$ cat src/rtl/pipe_shifter.sv
// Elastic, pipelined barrel shifter (SLL/SRL/SRA) with valid/ready at both ends, flush and tag.
// Optional rotate-right on op 2'b11 when SHIFTER_ROTATE_EN is defined; otherwise op 2'b11 is SLL.
module pipe_shifter #(
  parameter int unsigned WIDTH       = 32,
  parameter int unsigned PIPE_STAGES = 2,
  parameter int unsigned TAG_W       = 5,
  localparam int unsigned SHW        = $clog2(WIDTH)
) (
  input  logic             clk_i,
  input  logic             rst_i,
  input  logic             flush_i,
  input  logic             valid_i,
  output logic             ready_o,
  input  logic [WIDTH-1:0] data_i,
  input  logic [SHW-1:0]   shamt_i,
  input  logic [1:0]       op_i,
  input  logic [TAG_W-1:0] tag_i,
  output logic             valid_o,
  input  logic             ready_i,
  output logic [WIDTH-1:0] data_o,
  output logic [TAG_W-1:0] tag_o
);

  localparam int unsigned LvlBase  = SHW / PIPE_STAGES;
  localparam int unsigned LvlExtra = SHW % PIPE_STAGES;

  // Earlier stages take the leftover mux levels.
  function automatic int unsigned lvl_lo(input int unsigned k);
    return k * LvlBase + ((k < LvlExtra) ? k : LvlExtra);
  endfunction

  function automatic int unsigned lvl_cnt(input int unsigned k);
    return LvlBase + ((k < LvlExtra) ? 1 : 0);
  endfunction

  function automatic logic [WIDTH-1:0] shift_level(input logic [WIDTH-1:0] d,
                                                   input int unsigned      sh,
                                                   input logic [1:0]       op);
    logic signed [WIDTH-1:0] s;
    logic        [WIDTH-1:0] r;
    s = d;
    case (op)
      2'b01:   r = d >> sh;
      2'b10:   r = s >>> sh;
`ifdef SHIFTER_ROTATE_EN
      2'b11:   r = (d >> sh) | (d << (WIDTH - sh));
`endif
      default: r = d << sh;
    endcase
    return r;
  endfunction

  logic [PIPE_STAGES-1:0] r_valid;
  logic [WIDTH-1:0]       r_data  [PIPE_STAGES];
  logic [SHW-1:0]         r_shamt [PIPE_STAGES];
  logic [1:0]             r_op    [PIPE_STAGES];
  logic [TAG_W-1:0]       r_tag   [PIPE_STAGES];

  logic [PIPE_STAGES-1:0] w_in_valid;
  logic [PIPE_STAGES-1:0] w_ready;
  logic [PIPE_STAGES-1:0] w_load;
  logic [WIDTH-1:0]       w_in_data  [PIPE_STAGES];
  logic [SHW-1:0]         w_in_shamt [PIPE_STAGES];
  logic [1:0]             w_in_op    [PIPE_STAGES];
  logic [TAG_W-1:0]       w_in_tag   [PIPE_STAGES];
  logic [WIDTH-1:0]       w_nxt_data [PIPE_STAGES];

  always_comb begin
    w_in_valid[0] = valid_i;
    w_in_data[0]  = data_i;
    w_in_shamt[0] = shamt_i;
    w_in_op[0]    = op_i;
    w_in_tag[0]   = tag_i;
    for (int unsigned k = 1; k < PIPE_STAGES; k++) begin
      w_in_valid[k] = r_valid[k-1];
      w_in_data[k]  = r_data[k-1];
      w_in_shamt[k] = r_shamt[k-1];
      w_in_op[k]    = r_op[k-1];
      w_in_tag[k]   = r_tag[k-1];
    end
  end

  always_comb begin
    logic [WIDTH-1:0] w_d;
    for (int unsigned k = 0; k < PIPE_STAGES; k++) begin
      w_d = w_in_data[k];
      for (int unsigned l = 0; l < SHW; l++) begin
        if (l >= lvl_lo(k) && l < lvl_lo(k) + lvl_cnt(k) && w_in_shamt[k][l]) begin
          w_d = shift_level(w_d, 32'd1 << l, w_in_op[k]);
        end
      end
      w_nxt_data[k] = w_d;
    end
  end

  // A stage can take new content if it or any later stage has a bubble, or the sink accepts.
  always_comb begin
    logic w_any_empty;
    w_any_empty = 1'b0;
    for (int unsigned i = 0; i < PIPE_STAGES; i++) begin
      w_any_empty                  = w_any_empty | ~r_valid[PIPE_STAGES-1-i];
      w_ready[PIPE_STAGES-1-i]     = ready_i | w_any_empty;
    end
    for (int unsigned k = 0; k < PIPE_STAGES; k++) begin
      w_load[k] = w_ready[k] & w_in_valid[k] & ~flush_i;
    end
  end

  assign ready_o = w_ready[0] & ~flush_i;
  assign valid_o = r_valid[PIPE_STAGES-1];
  assign data_o  = r_data[PIPE_STAGES-1];
  assign tag_o   = r_tag[PIPE_STAGES-1];

  always_ff @(posedge clk_i) begin
    if (rst_i) begin
      r_valid <= '0;
      for (int unsigned k = 0; k < PIPE_STAGES; k++) begin
        r_data[k]  <= '0;
        r_shamt[k] <= '0;
        r_op[k]    <= '0;
        r_tag[k]   <= '0;
      end
    end else begin
      for (int unsigned k = 0; k < PIPE_STAGES; k++) begin
        if (flush_i) begin
          r_valid[k] <= 1'b0;
        end else if (w_ready[k]) begin
          r_valid[k] <= w_in_valid[k];
        end
        // Payload only moves with a real transfer so idle stages stay quiet.
        if (w_load[k]) begin
          r_data[k]  <= w_nxt_data[k];
          r_shamt[k] <= w_in_shamt[k];
          r_op[k]    <= w_in_op[k];
          r_tag[k]   <= w_in_tag[k];
        end
      end
    end
  end

endmodule
$ cat config.mk
export PLATFORM = sky130hd
export DESIGN_NAME = pipe_shifter
export DESIGN_NICKNAME = d
export VERILOG_FILES = /design/src/rtl/pipe_shifter.sv
export SDC_FILE = /design/constraint.sdc
export NUM_CORES = 1
export LEC_CHECK = 0
export ABC_AREA = 1
export ABC_CLOCK_PERIOD_IN_PS = 5800
export CAP_MARGIN = 25
export CORE_ASPECT_RATIO = 0.9
export CORE_MARGIN = 2
export CORE_UTILIZATION = 38
export CTS_CLUSTER_DIAMETER = 40
export CTS_CLUSTER_SIZE = 28
export DETAILED_ROUTE_END_ITERATION = 10
export PLACE_DENSITY_LB_ADDON = 0.12
export SYNTH_ARGS = -nofsm -noshare
export SYNTH_HDL_FRONTEND = slang
export SYNTH_SLANG_ARGS = --single-unit
$ cat constraint.sdc
create_clock -name clk_i -period 5.8 [get_ports clk_i]
set_clock_uncertainty 0.05 [all_clocks]
set_input_delay 1.16 -clock clk_i [delete_from_list [all_inputs] [get_ports clk_i]]
set_output_delay 1.16 -clock clk_i [all_outputs]
set_load 0.005 [all_outputs]
==> flow_summary.json <==
{
  "drt-total-wl_mm": 19.4,
  "grt_usage_pct": 20.7,
  "first_pass_iters": 6,
  "power_frac_comb_pct": 26.5,
  "post-cts-setup-buffers": 0,
  "grt_max_degree": 105,
  "via_per_inst": 5.28,
  "critPathKind": "in -> reg",
  "io_pins": 88,
  "cts_buffers": 9,
  "leakage_uw": 0.00320,
  "power.total_uw": 1720,
  "syn_to_final_growth_pct": 14.5,
  "yosysWarnings": 0,
  "grt_setup_unrepaired": "false",
  "row_count": 46,
  "worstPathMaxFanout": 104,
  "clk_path_buf_depth": 2,
  "ant_nets": 0,
  "required_ps": 5850,
  "power.share.clock_pct": 33.3,
  "seqPwrFrac_pct": 40.2,
  "final_max_slew_viol_count": 0,
  "yosysUniqueCellTypes": 32,
  "syn_nets": 1020,
  "relSlewSlack_pct": 29.2,
  "max_freq_mhz": 264,
  "wl_per_cell_um": 15.9,
  "start_util_pct": 38.4,
  "syn_area_sq_um": 6700,
  "die_w_um": 144,
  "drc": 0,
  "antenna_found_initial": 0,
  "outcome": "completed",
  "via_count": 6442,
  "power.density_nw_per_um2": 224,
  "crit_arrival_ps": 3840,
  "drtIter0Drc": 735,
  "dpl.hpwl_mm": 13.7,
  "dp.cells": 1202,
  "p_int_uw": 1180,
  "htree_levels": 3,
  "fin_cells": 1219,
  "cp-end-kind": "register",
  "nets": 1028,
  "p_switching_uw": 546,
  "grt.overflow.total": 0,
  "hold_violations": 0,
  "cts_sinks": 80,
  "dieHeight_um": 130,
  "cp-start-kind": "input port",
  "die_area_sq_um": 18700,
  "antenna_cells": 0,
  "post-route-period-util_pct": 65.3,
  "port_buffers": 87,
  "synth.avg_cell_area_sq_um": 6.94,
  "ys_ff_latch": 80,
  "finalSetupViolCount": 0,
  "ir_worst_vdd_v": 0.000129,
  "clockRootBuffer": "clkbuf_16",
  "cts_resized": 0,
  "syn_inst": 966,
  "grt_pass1_vias": 5715,
  "drive_gt1_share_pct": 5.72,
  "core-area_sq_um": 17400,
  "clock_latency_ps": 340,
  "gp_congestion": 0.863,
  "tritoncts": "done",
  "min_path_type": "reg -> reg",
  "worst_slew_pin_slew_ps": 1060,
  "tns_ps": 0,
  "grt_pass1_wl_mm": 30.3,
  "drv_cap": 0,
  "cts.reportedPaths.clkPinSlew_ps": 60,
  "holdBufCountCts": 0,
  "ys_seq_area_share_pct": 35.5,
  "netSwitchingFraction_pct": 31.7,
  "finalCriticalPeriod_ps": 3790
}
[power groups by stage]
stage	clock, uW	combinational, uW	sequential [uW]
finish	574	456	692
global route	611	507	696
CTS	587	452	693
detailed placement	0	451	705
global placement	0	449	705
floorplan	0	328	696
[cells in the final DEF, fill, tap and decap left out, drive strengths merged]
master / n
or2: 15
a22oi: 1
nor2: 68
bufinv: 1
o21ai: 38
inv: 100
o211ai: 47
nor3: 1
o22ai: 14
clkbuf: 9
clkinv: 2
o221ai: 7
clkinvlp: 3
nand3: 137
ha: 5
dfxtp: 2
nand2: 254
nand3b: 1
a21boi: 1
clkdlybuf4s50: 87
edfxtp: 78
o21a: 1
nor3b: 1
buf: 9
a21oi: 97
[path summary, 6_finish.rpt]
path                   end        from  cells past startpoint  slack, ps
max reg2reg  r_data[0][55]  r_op[0][1]                      8       3080
min             r_valid[1]  r_valid[0]                      2        460
min reg2reg     r_valid[1]  r_valid[0]                      2        460
max          r_data[0][27]     op_i[0]                     13       2010
[layer usage]
metal / global-route usage [%] / routed length, um / up-vias / part of all wire (%)
met5: 0 / 0 / - / 0
met4: 3.81 / 223 / 0 / 1.2
met2: 32.5 / 8950 / 202 / 46
met3: 3.23 / 987 / 19 / 5.1
li1: - / - / 3249 / -
met1: 30.5 / 9210 / 2972 / 48
[cell type report]
type                       count  area [sq um]
timing repair buffer          96           971
tap                          240           300
multi-input combinational    688          3340
fill                        1847          9770
clock buffer                   9           225
inverter                      99           379
sequential                    80          2380
clock inverter                 7          78.8
[synth_stat cells]
library cell / instances / area share, %
o21ai_2: 2 / 0.26
nor2_1: 66 / 3.7
buf_1: 1 / 0.056
o21a_1: 1 / 0.11
clkbuf_1: 19 / 1.1
o21ai_1: 17 / 1.3
buf_6: 6 / 1.0
edfxtp_1: 78 / 35
nor3b_2: 1 / 0.19
a21boi_1: 1 / 0.11
nand3b_1: 1 / 0.11
inv_4: 3 / 0.28
o22ai_1: 14 / 1.3
a22oi_1: 1 / 0.11
nor2_4: 2 / 0.34
inv_2: 4 / 0.22
dfxtp_1: 2 / 0.60
ha_1: 5 / 0.93
nand2_4: 2 / 0.34
o211ai_1: 47 / 5.3
or2_2: 15 / 1.4
buf_4: 43 / 4.8
o221ai_1: 7 / 0.91
nor3_1: 1 / 0.075
a21oi_1: 97 / 7.2
nand2_1: 252 / 14
o21ai_4: 1 / 0.24
clkinv_1: 1 / 0.056
nand3_1: 137 / 10
o21ai_0: 18 / 1.3
buf_2: 30 / 2.2
inv_1: 91 / 5.1
[worst max-delay path, cell delays in order]
cell and delay, ps:
clkdlybuf4s50_1 510, inv_1 100, ha_4 290, buf_4 770, nor2_1 290, nand2_1 120
nand2_1 70, nand2_1 60, nand2_1 60, nand2_1 130, a21oi_1 80, nand2_1 80
inv_1 40
[logic make-up after synthesis]
| kind of cell | count (synthesis) | share of synthesized area [%] |
|---|---|---|
| adder cells (fa/ha/maj) | 5 | 0.934 |
| flip-flops | 80 | 35.5 |
| AO/OA/AOI/OAI | 206 | 18.2 |
| AND/OR/NAND/NOR | 477 | 30.5 |
| buffers and inverters | 198 | 14.8 |
[per-stage QoR]
stage / utilization [%] / area [sq um] / hold WS (ps) / worst slack [ps]
2_1_floorplan: - / 6700 / 426 / 2880
3_3_place_gp: 42.0 / 7320 / 456 / 1730
3_5_place_dp: 42.1 / 7350 / 467 / 1710
4_1_cts: 43.9 / 7650 / 472 / 2070
5_1_grt: 44.0 / 7670 / 502 / 1780
6_report: 44.0 / 7670 / 465 / 2010
[state kept, by name, indices dropped and copies added (netlist names)]
signal / cells
r_tag: 10
r_shamt: 2
r_valid: 2
r_op: 2
r_data: 64
Note: power is estimated with default switching activity, not from simulation.
